$ cat config.mk
export PLATFORM = sky130hd
export DESIGN_NAME = multicycle_control_unit
export DESIGN_NICKNAME = d
export VERILOG_FILES = /design/src/rtl/cpu16_ctrl_pkg.sv /design/src/rtl/ctrl_opcode_class.sv /design/src/rtl/multicycle_control_unit.sv
export SDC_FILE = /design/constraint.sdc
export NUM_CORES = 1
export LEC_CHECK = 0
export ABC_AREA = 1
export ABC_CLOCK_PERIOD_IN_PS = 2600
export CAP_MARGIN = 5
export CORE_MARGIN = 2
export CORE_UTILIZATION = 41
export CTS_CLUSTER_SIZE = 14
export DETAILED_ROUTE_END_ITERATION = 8
export PLACE_DENSITY_LB_ADDON = 0.25
export REMOVE_ABC_BUFFERS = 1
export SYNTH_ARGS = -nofsm -noshare
export SYNTH_HDL_FRONTEND = slang
export SYNTH_HIERARCHICAL = 1
export SYNTH_SLANG_ARGS = --single-unit
$ cat constraint.sdc
create_clock -name clk -period 2.6 [get_ports clk]
set_input_delay 0.39 -clock clk [delete_from_list [all_inputs] [get_ports clk]]
set_output_delay 0.39 -clock clk [all_outputs]
set_load 0.01 [all_outputs]
$ cat src/rtl/cpu16_ctrl_pkg.sv
// Shared types and constants for the 16-bit multicycle CPU control path:
// FSM state enum, opcode map, ALUOp / mux-select encodings, instruction
// classes and the bundled control-word struct.
package cpu16_ctrl_pkg;

  typedef enum logic [3:0] {
    IDLE     = 4'd0,
    FETCH    = 4'd1,
    DECODE   = 4'd2,
    EXEC_R   = 4'd3,
    EXEC_I   = 4'd4,
    MEM_ADDR = 4'd5,
    MEM_RD   = 4'd6,
    MEM_WR   = 4'd7,
    WB_R     = 4'd8,
    WB_I     = 4'd9,
    WB_MEM   = 4'd10,
    BRANCH   = 4'd11,
    JUMP     = 4'd12,
    TRAP     = 4'd13
  } state_e;

  // Opcode map (IR[15:12])
  localparam logic [3:0] OP_RA    = 4'b0000;
  localparam logic [3:0] OP_RB    = 4'b0001;
  localparam logic [3:0] OP_SHIFT = 4'b0010;
  localparam logic [3:0] OP_J     = 4'b0011;
  localparam logic [3:0] OP_LW    = 4'b0100;
  localparam logic [3:0] OP_SW    = 4'b0101;
  localparam logic [3:0] OP_BEQ   = 4'b0110;
  localparam logic [3:0] OP_ADDI  = 4'b1001;
  localparam logic [3:0] OP_SUBI  = 4'b1010;
  localparam logic [3:0] OP_SLTI  = 4'b1011;

  // ALUOp handed to the ALU control unit
  localparam logic [1:0] ALUOP_ADD = 2'b00;
  localparam logic [1:0] ALUOP_SUB = 2'b01;
  localparam logic [1:0] ALUOP_R   = 2'b10;
  localparam logic [1:0] ALUOP_I   = 2'b11;

  // ALU B-operand select
  localparam logic [1:0] SRCB_REG    = 2'b00;
  localparam logic [1:0] SRCB_TWO    = 2'b01;
  localparam logic [1:0] SRCB_IMM    = 2'b10;
  localparam logic [1:0] SRCB_IMM_SH = 2'b11;

  // Next-PC source select
  localparam logic [1:0] PCSRC_ALU    = 2'b00;
  localparam logic [1:0] PCSRC_ALUOUT = 2'b01;
  localparam logic [1:0] PCSRC_JUMP   = 2'b10;

  // Instruction classes used by the dispatch states
  typedef enum logic [2:0] {
    CLS_R       = 3'd0,
    CLS_I       = 3'd1,
    CLS_LW      = 3'd2,
    CLS_SW      = 3'd3,
    CLS_BEQ     = 3'd4,
    CLS_J       = 3'd5,
    CLS_ILLEGAL = 3'd6
  } instr_class_e;

  // One cycle's worth of datapath controls
  typedef struct packed {
    logic [1:0] alu_op;
    logic       alu_src_a;
    logic [1:0] alu_src_b;
    logic [1:0] pc_source;
    logic       pc_write;
    logic       pc_write_cond;
    logic       iord;
    logic       mem_read;
    logic       mem_write;
    logic       ir_write;
    logic       memto_reg;
    logic       reg_dst;
    logic       reg_write;
    logic       instr_done;
  } ctrl_t;

  localparam ctrl_t CTRL_NONE = '0;

endpackage

$ cat src/rtl/ctrl_opcode_class.sv
// Combinational opcode decoder: maps IR[15:12] onto the instruction class
// that drives DECODE and MEM_ADDR dispatch. Unlisted opcodes are illegal.
module ctrl_opcode_class
  import cpu16_ctrl_pkg::*;
(
  input  logic [3:0]   opcode_i,
  output instr_class_e cls_o
);

  // Opcode to class lookup
  always_comb begin
    cls_o = CLS_ILLEGAL;
    case (opcode_i)
      OP_RA, OP_RB:                     cls_o = CLS_R;
      OP_SHIFT, OP_ADDI, OP_SUBI, OP_SLTI: cls_o = CLS_I;
      OP_LW:                            cls_o = CLS_LW;
      OP_SW:                            cls_o = CLS_SW;
      OP_BEQ:                           cls_o = CLS_BEQ;
      OP_J:                             cls_o = CLS_J;
      default:                          cls_o = CLS_ILLEGAL;
    endcase
  end

endmodule

$ cat src/rtl/multicycle_control_unit.sv
// Main control FSM of the 16-bit multicycle CPU. Sequences each instruction
// through fetch / decode / execute / memory / write-back and drives every
// datapath enable and mux select plus ALUOp for the ALU control unit.
//
// Optional feature macro: CTRL_ILLEGAL_TRAP_EN. When defined an illegal
// opcode parks the FSM in TRAP with a sticky illegal_op; otherwise an
// illegal opcode retires as a NOP in DECODE and illegal_op is tied low.
//
// Memory handshake: MemRead/MemWrite and IorD are the request and are held
// constant while the FSM waits; mem_ready=1 means the memory completes the
// access in that same cycle, so the completing cycle's side effects
// (IRWrite/PCWrite in FETCH, instr_done in MEM_WR) are qualified by it.
// mem_ready is ignored in every other state.
//
// dbg_state_o exposes the current FSM state for observation only.
module multicycle_control_unit
  import cpu16_ctrl_pkg::*;
(
  input  logic       clk,
  input  logic       rst_n,
  input  logic [3:0] opcode,
  input  logic       zero,
  input  logic       mem_ready,
  output logic [1:0] ALUOp,
  output logic       ALUSrcA,
  output logic [1:0] ALUSrcB,
  output logic [1:0] PCSource,
  output logic       PCWrite,
  output logic       PCWriteCond,
  output logic       IorD,
  output logic       MemRead,
  output logic       MemWrite,
  output logic       IRWrite,
  output logic       MemtoReg,
  output logic       RegDst,
  output logic       RegWrite,
  output logic       instr_done,
  output logic       illegal_op,
  output state_e     dbg_state_o
);

  state_e       state_q;
  state_e       state_d;
  ctrl_t        ctrl;
  instr_class_e cls;

  // The branch decision (PCWriteCond & zero) is formed in the datapath.
  logic unused_zero;
  assign unused_zero = zero;

  ctrl_opcode_class u_opcode_class (
    .opcode_i (opcode),
    .cls_o    (cls)
  );

  // State register; reset drops straight to IDLE so every output is 0
  always_ff @(posedge clk or negedge rst_n) begin
    if (!rst_n) state_q <= IDLE;
    else        state_q <= state_d;
  end

  // Next-state and control-word decode
  always_comb begin
    state_d = state_q;
    ctrl    = CTRL_NONE;
    case (state_q)
      IDLE: state_d = FETCH;

      FETCH: begin
        ctrl.iord      = 1'b0;
        ctrl.mem_read  = 1'b1;
        ctrl.alu_src_a = 1'b0;
        ctrl.alu_src_b = SRCB_TWO;
        ctrl.alu_op    = ALUOP_ADD;
        if (mem_ready) begin
          ctrl.ir_write = 1'b1;
          ctrl.pc_write = 1'b1;
          state_d       = DECODE;
        end
      end

      DECODE: begin
        // Branch target PC + (imm<<1) is computed speculatively into ALUOut
        ctrl.alu_src_a = 1'b0;
        ctrl.alu_src_b = SRCB_IMM_SH;
        ctrl.alu_op    = ALUOP_ADD;
        case (cls)
          CLS_R:          state_d = EXEC_R;
          CLS_I:          state_d = EXEC_I;
          CLS_LW, CLS_SW: state_d = MEM_ADDR;
          CLS_BEQ:        state_d = BRANCH;
          CLS_J:          state_d = JUMP;
          default: begin
`ifdef CTRL_ILLEGAL_TRAP_EN
            state_d = TRAP;
`else
            state_d         = FETCH;
            ctrl.instr_done = 1'b1;
`endif
          end
        endcase
      end

      EXEC_R: begin
        ctrl.alu_src_a = 1'b1;
        ctrl.alu_src_b = SRCB_REG;
        ctrl.alu_op    = ALUOP_R;
        state_d        = WB_R;
      end

      EXEC_I: begin
        ctrl.alu_src_a = 1'b1;
        ctrl.alu_src_b = SRCB_IMM;
        ctrl.alu_op    = ALUOP_I;
        state_d        = WB_I;
      end

      MEM_ADDR: begin
        ctrl.alu_src_a = 1'b1;
        ctrl.alu_src_b = SRCB_IMM;
        ctrl.alu_op    = ALUOP_ADD;
        state_d        = (cls == CLS_LW) ? MEM_RD : MEM_WR;
      end

      MEM_RD: begin
        ctrl.iord     = 1'b1;
        ctrl.mem_read = 1'b1;
        if (mem_ready) state_d = WB_MEM;
      end

      MEM_WR: begin
        ctrl.iord      = 1'b1;
        ctrl.mem_write = 1'b1;
        if (mem_ready) begin
          ctrl.instr_done = 1'b1;
          state_d         = FETCH;
        end
      end

      WB_R: begin
        ctrl.reg_dst    = 1'b1;
        ctrl.reg_write  = 1'b1;
        ctrl.memto_reg  = 1'b0;
        ctrl.instr_done = 1'b1;
        state_d         = FETCH;
      end

      WB_I: begin
        ctrl.reg_dst    = 1'b0;
        ctrl.reg_write  = 1'b1;
        ctrl.memto_reg  = 1'b0;
        ctrl.instr_done = 1'b1;
        state_d         = FETCH;
      end

      WB_MEM: begin
        ctrl.reg_dst    = 1'b0;
        ctrl.memto_reg  = 1'b1;
        ctrl.reg_write  = 1'b1;
        ctrl.instr_done = 1'b1;
        state_d         = FETCH;
      end

      BRANCH: begin
        ctrl.alu_src_a     = 1'b1;
        ctrl.alu_src_b     = SRCB_REG;
        ctrl.alu_op        = ALUOP_SUB;
        ctrl.pc_write_cond = 1'b1;
        ctrl.pc_source     = PCSRC_ALUOUT;
        ctrl.instr_done    = 1'b1;
        state_d            = FETCH;
      end

      JUMP: begin
        ctrl.pc_source  = PCSRC_JUMP;
        ctrl.pc_write   = 1'b1;
        ctrl.instr_done = 1'b1;
        state_d         = FETCH;
      end

      // Parked until reset; all controls stay low
      TRAP: state_d = TRAP;

      default: state_d = IDLE;
    endcase
  end

  assign ALUOp       = ctrl.alu_op;
  assign ALUSrcA     = ctrl.alu_src_a;
  assign ALUSrcB     = ctrl.alu_src_b;
  assign PCSource    = ctrl.pc_source;
  assign PCWrite     = ctrl.pc_write;
  assign PCWriteCond = ctrl.pc_write_cond;
  assign IorD        = ctrl.iord;
  assign MemRead     = ctrl.mem_read;
  assign MemWrite    = ctrl.mem_write;
  assign IRWrite     = ctrl.ir_write;
  assign MemtoReg    = ctrl.memto_reg;
  assign RegDst      = ctrl.reg_dst;
  assign RegWrite    = ctrl.reg_write;
  assign instr_done  = ctrl.instr_done;
  assign dbg_state_o = state_q;

`ifdef CTRL_ILLEGAL_TRAP_EN
  // Sticky by construction: TRAP is only left through reset
  assign illegal_op = (state_q == TRAP);
`else
  assign illegal_op = 1'b0;
`endif

endmodule

**Word-level counts from Yosys, hierarchy flattened**

Memories as Yosys holds them, arrays and structs flattened.
Cells that the tools add are included.

- Register bits: 4
- Word-level logic and storage cells: 50
- Bits in read-only memories: 48
- Memories: 1

- Muxes and demuxes: 18
- Reductions and logical operators: 9
- Equality and inequality tests: 21

Memories:

| memory | words | width | rd ports | clocked after memory_dff | wr ports | line | source |
|---|---|---|---|---|---|---|---|
| (no name shown) | 16 | 3 | 1 | 0 | 0 | ctrl_opcode_class.sv:13 | `case (opcode_i)` |

Operators by type and width:

| kind | count |
|---|---|
| case mux 4 bit (9 select lines) | 1 |
| case mux 5 bit (6 select lines) | 1 |
| == test 4 bit, second input constant | 6 |
| case mux 4 bit (5 select lines) | 1 |
| == test 4 x 3 -> 1 bit, second input constant | 4 |
| two-way mux 4 bit | 3 |
| OR reduction 6 bit | 2 |
| case mux 3 bit (3 select lines) | 1 |
| == test 4 x 2 -> 1 bit, second input constant | 2 |
| two-way mux 1 bit | 8 |
| == test 3 x 2 -> 1 bit, second input constant | 2 |
| == test 3 bit, second input constant | 2 |
| inequality test 2 bit, second input constant | 3 |
| OR reduction 2 bit | 3 |
| OR reduction 5 bit | 1 |
| == test 4 x 1 -> 1 bit, second input constant | 1 |
| logical NOT 4 bit | 1 |
| case mux 2 bit (2 select lines) | 1 |
| == test 3 x 1 -> 1 bit, second input constant | 1 |
| logical NOT 3 bit | 1 |
| case mux 1 bit (3 select lines) | 1 |
| AND reduction 3 bit | 1 |
| case mux 1 bit (2 select lines) | 1 |

**Depth between registers and ports, before layout**

An unclocked memory read counts as a cell.

- Word-level depth: 5
- Gate-level depth with buffers: 12
- Mapped depth without buffers: 12

**By module**

The synthesis kept the hierarchy.

Modules (own cells, without submodules):

| module | area an instance (µm²) | cells each | times used |
|---|---|---|---|
| multicycle_control_unit | 478.0 | 84 | 1 |
| ctrl_opcode_class | 82.6 | 20 | 1 |

**Worst setup path after synthesis**

Ideal clock, no wire load.

- Kind: flip-flop to output port
- Start: register state_q[2] (netlist: dbg_state_o[2])
- End: output PCSource[0]
- Data arrival time: 1.095 ns
- Cell stages (with the launch flop): 5
- Setup slack: 1.115 ns
- Required time: 2.210 ns
- Cells stage by stage: dfrtp_1 inv_1 nand2_1 nor2_1 buf_4

- Longest elaborated chain between the ends: 2
- Elaborated cells on any way between the ends: 3
- Those cells by class: eq/ne: 2; mux: 1

Ends and longest elaborated chain:

| item | line | source |
|---|---|---|
| from (decl) | multicycle_control_unit.sv:42 | `state_e state_q;` |
| from (signal assigned) | multicycle_control_unit.sv:59 | `else state_q <= state_d;` |
| == test 4 bit | multicycle_control_unit.sv:66 | `case (state_q)` |
| case mux 2 bit (2 select lines) * | multicycle_control_unit.sv:66 |  |
| to (decl) | multicycle_control_unit.sv:27 | `output logic [1:0] PCSource,` |

Every way passes the cells marked *; elsewhere a longest branch is shown, timed or not.

**Worst setup path in the final report**

- Start: input opcode[1]
- End: output instr_done

- Longest elaborated chain between the ends: 5
- Elaborated cells on any way between the ends: 10
- Those cells by class: eq/ne: 5; mux: 2; reduce/logical: 2; memory: 1

Ends and longest elaborated chain:

| item | line | source |
|---|---|---|
| from (decl) | multicycle_control_unit.sv:21 | `input logic [3:0] opcode,` |
| memory read (16 x 3 bit) * | - |  |
| named net cls[1] | multicycle_control_unit.sv:45 | `instr_class_e cls;` |
| == test 3 x 2 -> 1 bit, or another cell as far along | multicycle_control_unit.sv:87 | `case (cls)` |
| OR reduction 6 bit (no source line) * | - |  |
| two-way mux 1 bit * | multicycle_control_unit.sv:87 |  |
| case mux 1 bit (3 select lines) * | multicycle_control_unit.sv:66 |  |
| to (decl) | multicycle_control_unit.sv:37 | `output logic instr_done,` |

The timed path passes the listed nets; every way through them passes the cells marked *.

==> impl_results.md <==
- Placed instance area: 834.6 µm²
- Final instance area: 857.1 µm²
- Setup Crit Path Kind: input port to output pin
- Total Die Area: 1679 µm²
- Area Growth Syn to Fin: 52.90%
- Post-DR wirelength/cell: 9.109 µm
- Post-layout min period: 2.364 ns
- Worst-path maximum fanout: 5
- Pre-CTS setup slack: 0.2195 ns
- PD cells: 1021 nW/µm²
- Final Hold Vio Count: 0
- Final Setup Violations: 0
- Most common cell on crit path: nand2_1
- Data required time of the critical path: 2.21 ns
- Arrival time at the worst endpoint: 1.97 ns
- Top FF cell, synth: dfrtp_1
- Vias in the first global route: 545
- Maximum VDD drop: 0.0004374 V
- # fillers: 133
- Row count: 13
- Final nets: 142
- IO buf count: 27
- CTS resizes: 0
- Ys Warns: 6
- Final worst-path cycle share: 90.91%
- N_diodes: 0
- Initial Util: 43.62%
- Worst setup SP type: input port
- Antenna Violating Nets Remaining: 0
- Flip-flop count of the largest register after layout: 4
- Asr flop ratio synth: 100.0%
- H-Tree Depth: 1
- RSZ-0062 raised after global routing: no
- Setup crit end kind: output pin
- Synth area leaders: nand2_1 (21%), dfrtp_1 (18%), inv_1 (12%), nor2_1 (9.4%), nand3_1 (6.3%)
- Syn Std Cell Area: 560.5 µm²
- Yosys cell types: 20
- CTS buffer count: 3
- Max stage delay on crit path: 0.56 ns
- Die W: 40.98 µm
- GP Congestion: 0.8661
- CORE AREA: 1285 µm²
- Antenna violations before repair: 0
- WL final: 1339 µm
- Setup TNS: 0 ns
- First-pass GRT wire length: 2063 µm
- Register area: 100.1 µm²
- GRT Total Usage: 18.11%
- Most numerous cell in the Yosys netlist: nand2_1
- Worst Hold Class: input port to async pin
- Mean Syn Cell Area: 5.390 µm²
- Largest net degree at the start of global routing: 8
- Worst setup margin: 0.2364 ns
- Power Total: 875.0 µW
- Hold_buf cts: 0
- Initial drt markers: 10
- Slew Limit Fails: 0
- Die Y-Extent: 40.98 µm
- Crit-path cells: clkdlybuf4s50_1, inv_2, nand2_2, nand2_1, nand2_1, nand2_1, nand3_1, o2111ai_1, clkdlybuf4s50_1
- Status: completed
- Commonest cells in the netlist: nand2_1 (32), inv_1 (18), nor2_1 (14)
- Skew-Pair Late Insertion Delay: 0.23 ns
- CTS tree: done
- Clock Tree Buf Depth: 2
- DRC viols: 0
- Via count: 691
- Clk_skew: 0.003873 ns
- Post-Layout Cell Count: 147
- Worst-path clk slew: 0.04 ns
- # clock sinks: 4
- Clock root cell: clkbuf_4
- DRT Pass-1 Iters: 4
- Synth top area share: 21.43%
- Multi-input gate area: 357.8 µm²
- Worst R2R Setup Slack: 1.32 ns
- Sequential fraction of the synthesis area: 17.86%
- HPWL after DPL: 1172 µm
- Congestion Overflow GR: 0
- Post-Synthesis Cells: 104
- Avg Vias per Cell: 4.701
- Yosys reg bits: 4
- Leakage power: 0.0004696 µW
- Post-CTS setup buffer count: 0
- Cell taking the most area after synthesis: nand2_1
- Achievable Freq: 423.1 MHz
- Share of layout cells above drive strength 1: 12.88%
- Slowest-stage cell, CP: clkdlybuf4s50_1
- Ports: 30
- Placed Instances: 144
- Post-synth EDFFs: 0
- Max cap viols: 0
[layout make-up]
class | instances | area share, %
multi-input cells | 75 | 41.75
repair buffers | 27 | 31.53
flip-flops and latches | 4 | 11.68
inverters | 23 | 10.22
clock buffers | 3 | 2.628
well taps | 15 | 2.190
[kinds of logic (layout without fill, tap and decap cells)]
| logic type | count (synthesis) | count (layout) | share of synthesized area (%) |
|---|---|---|---|
| compound gates | 9 | 9 | 10.71 |
| other cells | 1 | 1 | 0.6690 |
| simple gates | 65 | 65 | 52.46 |
| buf+inv | 25 | 53 | 18.30 |
| flops | 4 | 4 | 17.86 |
[layer usage]
| layer | track usage [%] | vias to the layer above | share of wire [%] |
|---|---|---|---|
| met5 | 0 | - | 0 |
| met4 | 2.500 | 0 | 0.67 |
| met3 | 3.261 | 2 | 4.6 |
| met2 | 35.16 | 19 | 52 |
| met1 | 20.33 | 300 | 42 |
| li1 | - | 370 | - |
[power breakdown]
group / switching [µW] / total [µW] / internal [µW]
clock: 24.5 / 76.1 / 51.6
combinational: 333 / 656 / 323
sequential: 52.6 / 143 / 90.7
total: 410 / 875 / 465
[cell usage in the layout, fill, tap and decap left out, types with 2 or more instances in the layout]
master and instances:
dfrtp_1 4, nand2_1 32, nor2_4 2, nand3_1 7
inv_2 4, nor3_1 3, o21ai_0 3, clkbuf_4 3
nor2_1 14, nor2_2 3, nand2_2 2, a21oi_1 3
clkdlybuf4s50_1 27, inv_1 18
[worst max-delay path: cells and delay by family]
kind / cells / cell delay (ns)
and+or+nand+nor: 5 / 0.40
AOI/OAI and AO/OA: 1 / 0.08
buffers and inverters: 3 / 1.11
[final timing paths]
kind / start / end / cells after the start
max: opcode[1] / instr_done / 9
min: rst_n / dbg_state_o[3] / 1
max reg2reg: dbg_state_o[3] / dbg_state_o[1] / 6
min reg2reg: dbg_state_o[2] / dbg_state_o[1] / 2
max in group asynchronous: rst_n / dbg_state_o[2] / 1
min in group clk: dbg_state_o[2] / dbg_state_o[1] / 2
[through the flow]
step / hold WS [ns] / utilization [%]
after floorplan: 0.09441 / -
after global placement: 0.5995 / 64.95
after detailed placement: 0.6028 / 64.95
after CTS: 0.3630 / 66.70
after global routing: 0.3635 / 66.70
final: 0.3535 / 66.70
No activity file was read; power rests on OpenSTA's default activity.
